==> src/rtl/exe_dreq_ctrl_if.sv <==
// Data-SRAM request channel between the EXE-stage issuer (master) and the memory port (slave).
interface exe_dreq_ctrl_if #(
  parameter int unsigned ADDR_W = 32
);
  logic              data_sram_req;
  logic              data_sram_wr;
  logic [1:0]        data_sram_size;
  logic [3:0]        data_sram_wstrb;
  logic [ADDR_W-1:0] data_sram_addr;
  logic [31:0]       data_sram_wdata;
  logic              data_sram_addr_ok;

  modport master (
    output data_sram_req, data_sram_wr, data_sram_size, data_sram_wstrb,
           data_sram_addr, data_sram_wdata,
    input  data_sram_addr_ok
  );

  modport slave (
    input  data_sram_req, data_sram_wr, data_sram_size, data_sram_wstrb,
           data_sram_addr, data_sram_wdata,
    output data_sram_addr_ok
  );
endinterface

==> src/rtl/exe_dreq_ctrl.sv <==
// EXE-stage data request issuer: one SRAM-like request per load/store, ALE detection,
// ready_go control and the ls_cancel/mem_we flags forwarded to MEM.
module exe_dreq_ctrl #(
  parameter int unsigned ADDR_W = 32
) (
  input  logic              clk,
  input  logic              resetn,
  input  logic              exe_valid,
  input  logic              is_load,
  input  logic              is_store,
  input  logic [1:0]        ls_size,
  input  logic [ADDR_W-1:0] vaddr,
  input  logic [31:0]       st_data,
  input  logic              mem_allow_in,
  input  logic              wb_ex,
  input  logic              ertn_flush,
  input  logic              mem_cancel,
  exe_dreq_ctrl_if.master   dbus,
  output logic              exe_ready_go,
  output logic              ale_ex,
  output logic              ls_cancel,
  output logic              mem_we
);

  localparam logic [1:0] S_IDLE = 2'd0;
  localparam logic [1:0] S_WAIT = 2'd1;
  localparam logic [1:0] S_ACC  = 2'd2;

  logic [1:0]        state, state_nxt;
  logic              kill_sticky;
  logic              lat_en;
  logic              lat_wr;
  logic [1:0]        lat_size;
  logic [3:0]        lat_wstrb;
  logic [ADDR_W-1:0] lat_addr;
  logic [31:0]       lat_wdata;

  logic              ldst, kill_now, kill, issued, handover;
  logic [1:0]        sz_eff;
  logic              cur_wr;
  logic [3:0]        cur_wstrb;
  logic [31:0]       cur_wdata;

  logic              req, wr;
  logic [1:0]        size;
  logic [3:0]        wstrb;
  logic [ADDR_W-1:0] addr;
  logic [31:0]       wdata;
  logic              addr_ok;

  assign addr_ok  = dbus.data_sram_addr_ok;
  assign ldst     = exe_valid & (is_load | is_store);
  assign sz_eff   = (ls_size == 2'd3) ? 2'd2 : ls_size;
  assign ale_ex   = ldst & (((sz_eff == 2'd1) & vaddr[0]) |
                            ((sz_eff == 2'd2) & (vaddr[1:0] != 2'b00)));
  assign kill_now = wb_ex | ertn_flush | mem_cancel;
  assign kill     = kill_now | kill_sticky;
  assign cur_wr   = ldst & is_store;

  // Lane enables and replicated store data for the current instruction
  always_comb begin
    cur_wstrb = 4'b0000;
    cur_wdata = 32'h0;
    case (sz_eff)
      2'd0: begin
        cur_wstrb = 4'b0001 << vaddr[1:0];
        cur_wdata = {4{st_data[7:0]}};
      end
      2'd1: begin
        cur_wstrb = vaddr[1] ? 4'b1100 : 4'b0011;
        cur_wdata = {2{st_data[15:0]}};
      end
      default: begin
        cur_wstrb = 4'b1111;
        cur_wdata = st_data;
      end
    endcase
    if (!cur_wr) begin
      cur_wstrb = 4'b0000;
      cur_wdata = 32'h0;
    end
  end

  // Next state and request channel drive
  always_comb begin
    state_nxt = state;
    lat_en    = 1'b0;
    req       = 1'b0;
    wr        = 1'b0;
    size      = 2'd0;
    wstrb     = 4'b0000;
    addr      = '0;
    wdata     = 32'h0;
    case (state)
      S_IDLE: begin
        req   = ldst & ~ale_ex & ~kill;
        wr    = cur_wr;
        size  = sz_eff;
        wstrb = cur_wstrb;
        addr  = vaddr;
        wdata = cur_wdata;
        if (req & ~addr_ok) begin
          state_nxt = S_WAIT;
          lat_en    = 1'b1;
        end else if (req & addr_ok & ~mem_allow_in) begin
          state_nxt = S_ACC;
        end
      end
      S_WAIT: begin
        req   = 1'b1;
        wr    = lat_wr;
        size  = lat_size;
        wstrb = lat_wstrb;
        addr  = lat_addr;
        wdata = lat_wdata;
        if (addr_ok) state_nxt = mem_allow_in ? S_IDLE : S_ACC;
      end
      S_ACC: begin
        if (mem_allow_in) state_nxt = S_IDLE;
      end
      default: state_nxt = S_IDLE;
    endcase
  end

  assign issued       = (state != S_IDLE) | (req & addr_ok);
  assign exe_ready_go = ~ldst | ale_ex | (kill & ~issued & (state == S_IDLE)) |
                        (req & addr_ok) | (state == S_ACC);
  assign ls_cancel    = ldst & (ale_ex | kill) & ~issued;
  assign mem_we       = exe_valid & is_store;
  assign handover     = exe_valid & exe_ready_go & mem_allow_in;

  assign dbus.data_sram_req   = req;
  assign dbus.data_sram_wr    = wr;
  assign dbus.data_sram_size  = size;
  assign dbus.data_sram_wstrb = wstrb;
  assign dbus.data_sram_addr  = addr;
  assign dbus.data_sram_wdata = wdata;

  always_ff @(posedge clk or negedge resetn) begin
    if (!resetn) state <= S_IDLE;
    else         state <= state_nxt;
  end

  // Flush seen while the instruction sits in EXE; set wins over clear
  always_ff @(posedge clk or negedge resetn) begin
    if (!resetn)                     kill_sticky <= 1'b0;
    else if (exe_valid & kill_now)   kill_sticky <= 1'b1;
    else if (handover | ~exe_valid)  kill_sticky <= 1'b0;
  end

  // Request fields frozen while waiting for addr_ok
  always_ff @(posedge clk or negedge resetn) begin
    if (!resetn) begin
      lat_wr    <= 1'b0;
      lat_size  <= 2'd0;
      lat_wstrb <= 4'b0000;
      lat_addr  <= '0;
      lat_wdata <= 32'h0;
    end else if (lat_en) begin
      lat_wr    <= cur_wr;
      lat_size  <= sz_eff;
      lat_wstrb <= cur_wstrb;
      lat_addr  <= vaddr;
      lat_wdata <= cur_wdata;
    end
  end

endmodule

==> src/flat_wrapper.sv <==
// flat-port wrapper written by rule: the top's interface ports become plain ports
module exe_dreq_ctrl_flat 
#(
  parameter int unsigned ADDR_W = 32
)
  (clk, resetn, exe_valid, is_load, is_store, ls_size, vaddr, st_data, mem_allow_in, wb_ex, ertn_flush, mem_cancel, exe_ready_go, ale_ex, ls_cancel, mem_we, dbus_data_sram_req, dbus_data_sram_wr, dbus_data_sram_size, dbus_data_sram_wstrb, dbus_data_sram_addr, dbus_data_sram_wdata, dbus_data_sram_addr_ok);
  exe_dreq_ctrl_if #(.ADDR_W(ADDR_W)) dbus_i ();
  input  logic clk;
  input  logic resetn;
  input  logic exe_valid;
  input  logic is_load;
  input  logic is_store;
  input  logic [1:0] ls_size;
  input  logic [ADDR_W-1:0] vaddr;
  input  logic [31:0] st_data;
  input  logic mem_allow_in;
  input  logic wb_ex;
  input  logic ertn_flush;
  input  logic mem_cancel;
  output logic exe_ready_go;
  output logic ale_ex;
  output logic ls_cancel;
  output logic mem_we;
  output wire logic [$bits(dbus_i.data_sram_req)-1:0] dbus_data_sram_req;
  output wire logic [$bits(dbus_i.data_sram_wr)-1:0] dbus_data_sram_wr;
  output wire logic [$bits(dbus_i.data_sram_size)-1:0] dbus_data_sram_size;
  output wire logic [$bits(dbus_i.data_sram_wstrb)-1:0] dbus_data_sram_wstrb;
  output wire logic [$bits(dbus_i.data_sram_addr)-1:0] dbus_data_sram_addr;
  output wire logic [$bits(dbus_i.data_sram_wdata)-1:0] dbus_data_sram_wdata;
  input wire logic [$bits(dbus_i.data_sram_addr_ok)-1:0] dbus_data_sram_addr_ok;
  assign dbus_data_sram_req = dbus_i.data_sram_req;
  assign dbus_data_sram_wr = dbus_i.data_sram_wr;
  assign dbus_data_sram_size = dbus_i.data_sram_size;
  assign dbus_data_sram_wstrb = dbus_i.data_sram_wstrb;
  assign dbus_data_sram_addr = dbus_i.data_sram_addr;
  assign dbus_data_sram_wdata = dbus_i.data_sram_wdata;
  assign dbus_i.data_sram_addr_ok = dbus_data_sram_addr_ok;
  exe_dreq_ctrl #(.ADDR_W(ADDR_W)) u_core (.clk(clk), .resetn(resetn), .exe_valid(exe_valid), .is_load(is_load), .is_store(is_store), .ls_size(ls_size), .vaddr(vaddr), .st_data(st_data), .mem_allow_in(mem_allow_in), .wb_ex(wb_ex), .ertn_flush(ertn_flush), .mem_cancel(mem_cancel), .dbus(dbus_i), .exe_ready_go(exe_ready_go), .ale_ex(ale_ex), .ls_cancel(ls_cancel), .mem_we(mem_we));
endmodule
==> config.mk <==
export PLATFORM = sky130hd
export DESIGN_NAME = exe_dreq_ctrl_flat
export DESIGN_NICKNAME = d
export VERILOG_FILES = /design/src/rtl/exe_dreq_ctrl_if.sv /design/src/rtl/exe_dreq_ctrl.sv /design/src/flat_wrapper.sv
export SDC_FILE = /design/constraint.sdc
export NUM_CORES = 1
export LEC_CHECK = 0
export ABC_AREA = 0
export BUFFER_PORTS_ARGS = -buffer_cell sky130_fd_sc_hd__buf_2
export CAP_MARGIN = 10
export CORE_MARGIN = 2
export CORE_UTILIZATION = 40
export CTS_BUF_LIST = sky130_fd_sc_hd__clkbuf_16
export DETAILED_ROUTE_END_ITERATION = 10
export PLACE_DENSITY = 0.66
export SYNTH_ARGS = -nofsm -noshare
export SYNTH_HDL_FRONTEND = slang
export SYNTH_SLANG_ARGS = --single-unit
export TNS_END_PERCENT = 100
==> constraint.sdc <==
create_clock -name clk -period 1.95 [get_ports clk]
set_input_delay 0.2925 -clock clk [delete_from_list [all_inputs] [get_ports clk]]
set_output_delay 0.2925 -clock clk [all_outputs]
set_load 0.05 [all_outputs]
==> results.py, run 1 <==
metrics = {
    "die": {
        "core_um2": 10840,
        "die_w_um": 109.4,
        "die_area_um2": 11970,
        "std_cell_rows": 38,
        "io_pins": 152,
        "initial_core_util_pct": 41.00,
        "die_h_um": 109.4,
    },
    "cells_and_area": {
        "finalInstanceArea_um2": 7082,
        "antenna_cells": 0,
        "area_delta_synth_final_pct": 59.35,
        "regArea_um2": 1859,
        "layout-drive-gt1-share_pct": 53.71,
        "layout.nets": 732,
        "multi_input_area_um2": 2858,
        "nFillCells": 849,
        "fin_util_pct": 65.33,
    },
    "place": {
        "post-dp-hpwl_um": 8872,
        "placement.cell_area_um2": 5694,
        "io_buffers": 151,
        "gp_congestion": 0.8183,
    },
    "sta": {
        "tns_ns": -9.384,
        "timing.fmax_ghz": 0.4723,
        "fin_worst_skew_ns": 0.006423,
        "post-route-period-util_pct": 108.6,
        "fin_ws_ns": -0.1672,
        "slew_headroom_pct": 60.92,
        "setup_viol": 114,
        "slew_viol_final": 0,
        "hold_viol": 0,
        "worst_pin_slew_ns": 0.5862,
        "period_needed_ns": 2.117,
        "holdWs_ns": 0.1532,
        "rsz0062_at_grt": "yes",
    },
    "critical_path": {
        "cp-start-kind": "flop",
        "r2r-end": "u_core.lat_addr[19]",
        "end_kind": "flop",
        "required_ns": 2.16,
        "worst_r2r_startpoint": "u_core.state[0]",
        "r2r_cells": 4,
        "cp_data_arrival_time_ns": 2.33,
        "criticalPathCategory": "reg -> reg",
        "regToRegSetupSlack_ns": -0.17,
        "crit_fanout": 27,
    },
    "grt": {
        "grt_pass1_vias": 4022,
        "antenna_found_initial": 0,
        "track_usage_pct": 21.56,
        "grt_max_degree": 44,
        "grt_pass1_wl_um": 20060,
        "grt-ovfl-total": 0,
    },
    "synthesis": {
        "synth-edff-count": 0,
        "yosys_warnings": 0,
        "ys_seq_area_share_pct": 41.67,
        "synthFlopType": "dfrtp_1",
        "ys_seq_elements": 74,
        "syn-num-nets": 560,
        "synthCells": 484,
        "ys_types": 29,
        "synth_area_um2": 4444,
        "synthArstFlopShare_pct": 100.0,
        "synth.avg_cell_area_um2": 9.182,
    },
    "clock_network": {
        "cts_tree": "done",
        "clock_latency_ns": 0.33,
        "clkSinkCount": 74,
        "cts-htree-levels": 3,
        "cts_root_buffer": "clkbuf_16",
        "cts_buffer_depth": 2,
        "clk_pin_slew_ns": 0.06,
        "numCtsBuffers": 9,
    },
    "min_path": {
        "min-delay-start": "mem_allow_in",
        "whs_path_depth": 2,
        "hold_path.class": "in -> reg",
        "holdPathEnd": "u_core.state[1]",
    },
    "detailed_routing": {
        "drtIter0Drc": 201,
        "drtPass1Iterations": 4,
        "drc": 0,
        "via_per_inst": 5.360,
        "vias": 4293,
        "wl_um": 14120,
        "wl_per_cell_um": 17.63,
        "ant_nets": 0,
    },
    "pwr": {
        "p_per_area_nw_per_um2": 652.6,
        "vdd_drop_max_v": 0.0005010,
        "p_leak_uw": 0.003337,
    },
    "status": {
        "violations": "negative setup slack",
        "outcome": "complete, but fails checks",
    },
    "job": {
        "cap_violations": 0,
    },
}
==> synthesized netlist by cell type (all sizes together), types with 2 or more instances <==
| cell | number | share of area [%] |
|---|---|---|
| mux2i | 58 | 13 |
| nor3 | 9 | 1.0 |
| inv | 3 | 0.25 |
| mux2 | 33 | 11 |
| buf | 17 | 2.3 |
| nand2b | 2 | 0.28 |
| o211ai | 10 | 1.7 |
| or3 | 10 | 1.4 |
| nand2 | 71 | 6.0 |
| o31ai | 17 | 2.9 |
| o21ai | 34 | 3.8 |
| nor2 | 69 | 5.9 |
| a21oi | 35 | 3.9 |
| dfrtp | 74 | 42 |
| clkbuf | 23 | 1.9 |
| nand3 | 9 | 1.0 |
==> routing by layer <==
layer  vias to the layer above  part of all wire (%)  GRT usage (%)
li1                       2040                     -              -
met1                      2062                    43          30.48
met2                       174                    48          34.08
met3                        17                   6.7          4.742
met4                         0                   1.7          4.430
met5                         -                     0              0
==> critical path, stage by stage, from the launching register on <==
cell      delay, ns
dfrtp_4        0.53
or3_1          0.36
a2111o_2       0.54
buf_12         0.22
mux2_4         0.32
==> registers in the layout, summed over array words and instances, names as in the netlist <==
name                cells
u_core.lat_wr           1
u_core.lat_wdata       32
u_core.lat_wstrb        4
u_core.kill_sticky      1
u_core.lat_addr        32
u_core.lat_size         2
u_core.state            2
==> worst max-delay path by stage <==
stage	startpoint	end	slack [ns]	depth (start not counted)
4_1_cts	u_core.state[0]	dbus_data_sram_wdata[8]	-0.12	4
6_report	u_core.state[0]	u_core.lat_addr[19]	-0.17	4
3_3_place_gp	ertn_flush	u_core.lat_addr[19]	-0.15	5
5_1_grt	u_core.state[0]	u_core.lat_addr[15]	-0.19	4
2_1_floorplan	u_core.state[0]	dbus_data_sram_addr[13]	0.002	4
3_5_place_dp	ertn_flush	u_core.lat_wdata[16]	-0.17	5
==> cell type report <==
class / count / share of cell area (%)
Inverter: 4 / 0.2473
Timing Repair Buffer: 201 / 26.50
Tap cell: 140 / 2.473
Clock buffer: 9 / 3.180
Clock inverter: 7 / 0.9894
Sequential cell: 74 / 26.25
Multi-Input combinational cell: 366 / 40.35
==> kinds of logic (layout without fill, tap and decap cells) <==
| logic type | Yosys count | after routing | synth area share [%] |
|---|---|---|---|
| AO/OA/AOI/OAI | 101 | 101 | 13.26 |
| AND/OR/NAND/NOR | 174 | 174 | 16.27 |
| buffers and inverters | 44 | 221 | 4.589 |
| flip-flops | 74 | 74 | 41.67 |
| multiplexers | 91 | 91 | 24.21 |
==> stage by stage <==
| stage | power, uW | setup slack, ns | cells |
|---|---|---|---|
| after floorplan | 2481 | 0.001888 | 484 |
| after detailed placement | 2819 | -0.1716 | 767 |
| after global routing | 4797 | -0.1934 | 801 |
| final | 4622 | -0.1672 | 801 |
| after CTS | 4563 | -0.1226 | 788 |
| after global placement | 2797 | -0.1490 | 767 |
==> report_power, final <==
part	switching [uW]	leakage (uW)	internal, uW
Clock	653	0.000145	988
Combinational	693	0.00219	518
Sequential	90.1	0.00100	1680
Total	1440	0.00334	3190
==> cell usage in the layout, fill, tap and decap left out, types with 3 or more instances in the layout <==
master / n
a21oi_2: 11
o31ai_1: 7
buf_4: 39
o21ai_1: 11
nor2_2: 25
mux2_4: 33
clkbuf_16: 14
o21ai_2: 6
buf_6: 56
nor2_4: 3
nand3_1: 8
o211ai_1: 10
clkinv_2: 3
or3_4: 8
buf_12: 13
buf_8: 4
nand2_1: 60
a21oi_4: 5
nor2_1: 41
o21ai_0: 14
nor3_4: 3
buf_2: 76
dfrtp_1: 72
nor3_2: 5
clkbuf_4: 4
nand2_2: 9
a21oi_1: 19
o31ai_2: 10
mux2i_1: 51
o21ai_4: 3
mux2i_2: 6
==> timing repair <==
action                                 4_1_cts  5_1_grt
endpoints found under the hold margin       41        0
setup endpoints to repair                  114      125
gates cloned                                 3        7
pin swaps                                   11       25
setup buffers                                2        6
gates resized for setup                    143       89
hold buffers                                 1        0
No activity file was read; power rests on OpenSTA's default activity.
==> run 2: changes to the inputs <==
--- a/config.mk
+++ b/config.mk
@@ -8,11 +8,13 @@
 export ABC_AREA = 0
 export BUFFER_PORTS_ARGS = -buffer_cell sky130_fd_sc_hd__buf_2
 export CAP_MARGIN = 10
+export CORE_ASPECT_RATIO = 2
 export CORE_MARGIN = 2
 export CORE_UTILIZATION = 40
 export CTS_BUF_LIST = sky130_fd_sc_hd__clkbuf_16
 export DETAILED_ROUTE_END_ITERATION = 10
 export PLACE_DENSITY = 0.66
+export REMOVE_ABC_BUFFERS = 1
 export SYNTH_ARGS = -nofsm -noshare
 export SYNTH_HDL_FRONTEND = slang
 export SYNTH_SLANG_ARGS = --single-unit
==> run 2 against run 1 <==
Effect of this change:
- the run still ends with negative setup slack left
- design area grew 4.3%
- via count increased by 4.8%
- fmax increased by 0.10%
- hold slack worse by 0.0074 ns
- largest power group unchanged
- highest routed layer unchanged
==> results.py, run 2 (synthesis results as in run 1) <==
metrics = {
    "status": {
        "outcome": "complete, but fails checks",
        "violations": "negative setup slack",
    },
    "critical_path": {
        "cp_data_arrival_time_ns": 2.32,
        "cp-start-kind": "flop",
        "required_ns": 2.16,
        "criticalPathCategory": "reg -> reg",
        "end_kind": "flop",
        "crit_fanout": 22,
    },
    "grt": {
        "track_usage_pct": 23.93,
        "grt_pass1_vias": 4572,
        "antenna_found_initial": 0,
        "grt_pass1_wl_um": 22580,
        "grt-ovfl-total": 0,
        "grt_max_degree": 47,
    },
    "sta": {
        "worst_pin_slew_ns": 0.6350,
        "rsz0062_at_grt": "yes",
        "fin_ws_ns": -0.1650,
        "period_needed_ns": 2.115,
        "timing.fmax_ghz": 0.4728,
        "tns_ns": -12.09,
        "fin_worst_skew_ns": 0.01033,
        "hold_viol": 0,
        "post-route-period-util_pct": 108.5,
        "setup_viol": 121,
        "slew_viol_final": 0,
        "slew_headroom_pct": 57.67,
    },
    "detailed_routing": {
        "ant_nets": 0,
        "wl_per_cell_um": 18.96,
        "drtPass1Iterations": 4,
        "drtIter0Drc": 226,
        "vias": 4498,
        "drc": 0,
        "via_per_inst": 5.499,
        "wl_um": 15510,
    },
    "place": {
        "dp_slack_ns": -0.2395,
        "placement.cell_area_um2": 5670,
        "io_buffers": 151,
        "post-dp-hpwl_um": 9653,
        "placedCellCount": 788,
        "gp_congestion": 0.8207,
    },
    "pwr": {
        "seq_power_share_pct": 38.3,
        "power.switching_uw": 1442,
        "combinationalPowerShare_pct": 27.5,
        "internal_power_uw": 3203,
        "p_leak_uw": 0.003469,
        "p_per_area_nw_per_um2": 628.7,
        "vdd_drop_max_v": 0.0004992,
        "swShare_pct": 31.04,
        "clkPwrFrac_pct": 34.2,
    },
    "clock_network": {
        "clkSinkCount": 74,
        "cts-htree-levels": 3,
        "cts_root_buffer": "clkbuf_16",
        "clk_pin_slew_ns": 0.06,
        "clock_latency_ns": 0.33,
        "cts_tree": "done",
        "numCtsBuffers": 9,
        "cts_buffer_depth": 2,
    },
    "cells_and_area": {
        "layout.nets": 750,
        "fin_cells": 818,
        "layout-drive-gt1-share_pct": 54.28,
        "fin_util_pct": 67.92,
        "layout_commonest_cell": "buf_2",
        "finalInstanceArea_um2": 7388,
        "final_cell_mix": "buf_2 (77), buf_6 (72), dfrtp_1 (72)",
        "antenna_cells": 0,
        "area_delta_synth_final_pct": 66.24,
        "nFillCells": 788,
        "reg_top3": "u_core.lat_addr (32), u_core.lat_wdata (32), u_core.lat_wstrb (4)",
    },
    "die": {
        "die_area_um2": 12020,
        "core_um2": 10880,
        "std_cell_rows": 54,
        "initial_core_util_pct": 40.86,
        "die_h_um": 153.1,
        "die_w_um": 78.54,
        "io_pins": 152,
    },
    "min_path": {
        "hold_path.class": "in -> reg",
    },
    "job": {
        "cap_violations": 0,
    },
}
[run 2: cell count changes in the layout (fill, tap and decap cells not counted), moves of 4 or more]
cell	previous run	this run
buf_4	39	43
buf_6	56	72
mux2i_1	51	56
mux2i_2	6	2
nand2_1	60	50
nand2_2	9	14
nand2_4	2	7
nor2_1	41	57
nor2_2	25	9
o21ai_0	14	5
o21ai_4	3	7
o31ai_1	7	2
o31ai_4	0	4
[run 2: final timing paths]
path                            cells after the start  slack [ns]            startpoint                    to
worst max-delay path                                4       -0.17       u_core.state[0]   u_core.lat_addr[31]
worst min-delay path                                2        0.15          mem_allow_in       u_core.state[1]
worst max register to register                      4       -0.17       u_core.state[0]   u_core.lat_addr[31]
worst min register to register                      2        0.49  u_core.lat_wdata[30]  u_core.lat_wdata[30]
max in group asynchronous                           3        0.76                resetn  u_core.lat_wdata[28]
min in group asynchronous                           2        0.51                resetn   u_core.lat_addr[10]
[run 2: repair_timing]
item	in CTS	in global routing
setup buffers	1	3
hold endpoints to repair	11	0
cloned	5	6
hold buffers	1	0
resized for setup	187	153
pin swaps	31	39
endpoints found under the setup margin	119	143
[run 2: layout make-up]
class                           count  area, um^2  share of cell area (%)
Multi-Input combinational cell    366        2965                   40.14
Sequential cell                    74        1857                   25.13
Clock buffer                        9       225.2                   3.048
Clock inverter                      6       51.30                  0.6943
Tap cell                          140       175.2                   2.371
Inverter                            4       17.52                  0.2371
Timing Repair Buffer              219        2097                   28.38
[run 2: critical path: stages (launching register included)]
cell and delay, ns:
dfrtp_4 0.53, or3_1 0.35, a2111o_2 0.56, buf_12 0.22, mux2_4 0.31
[run 2: through the flow]
stage	hold WS (ns)	power (uW)
2_1_floorplan	-0.003091	2432
3_3_place_gp	0.3359	2796
3_5_place_dp	0.3445	2822
4_1_cts	0.1436	4534
5_1_grt	0.1562	4832
6_report	0.1458	4645
[run 2: power by group through the flow]
| stage | logic (uW) | clock network [uW] | registers [uW] |
|---|---|---|---|
| after floorplan | 663 | 0 | 1770 |
| after global placement | 1010 | 0 | 1780 |
| after detailed placement | 1040 | 0 | 1780 |
| after CTS | 1160 | 1610 | 1760 |
| after global routing | 1350 | 1690 | 1790 |
| final | 1280 | 1590 | 1780 |
[run 2: layer usage]
metal	vias up	share of wire (%)	track usage (%)
met2	165	57	42.94
met3	37	4.0	3.306
met4	0	3.4	13.95
met1	2228	36	26.11
li1	2068	-	-
met5	-	0	0
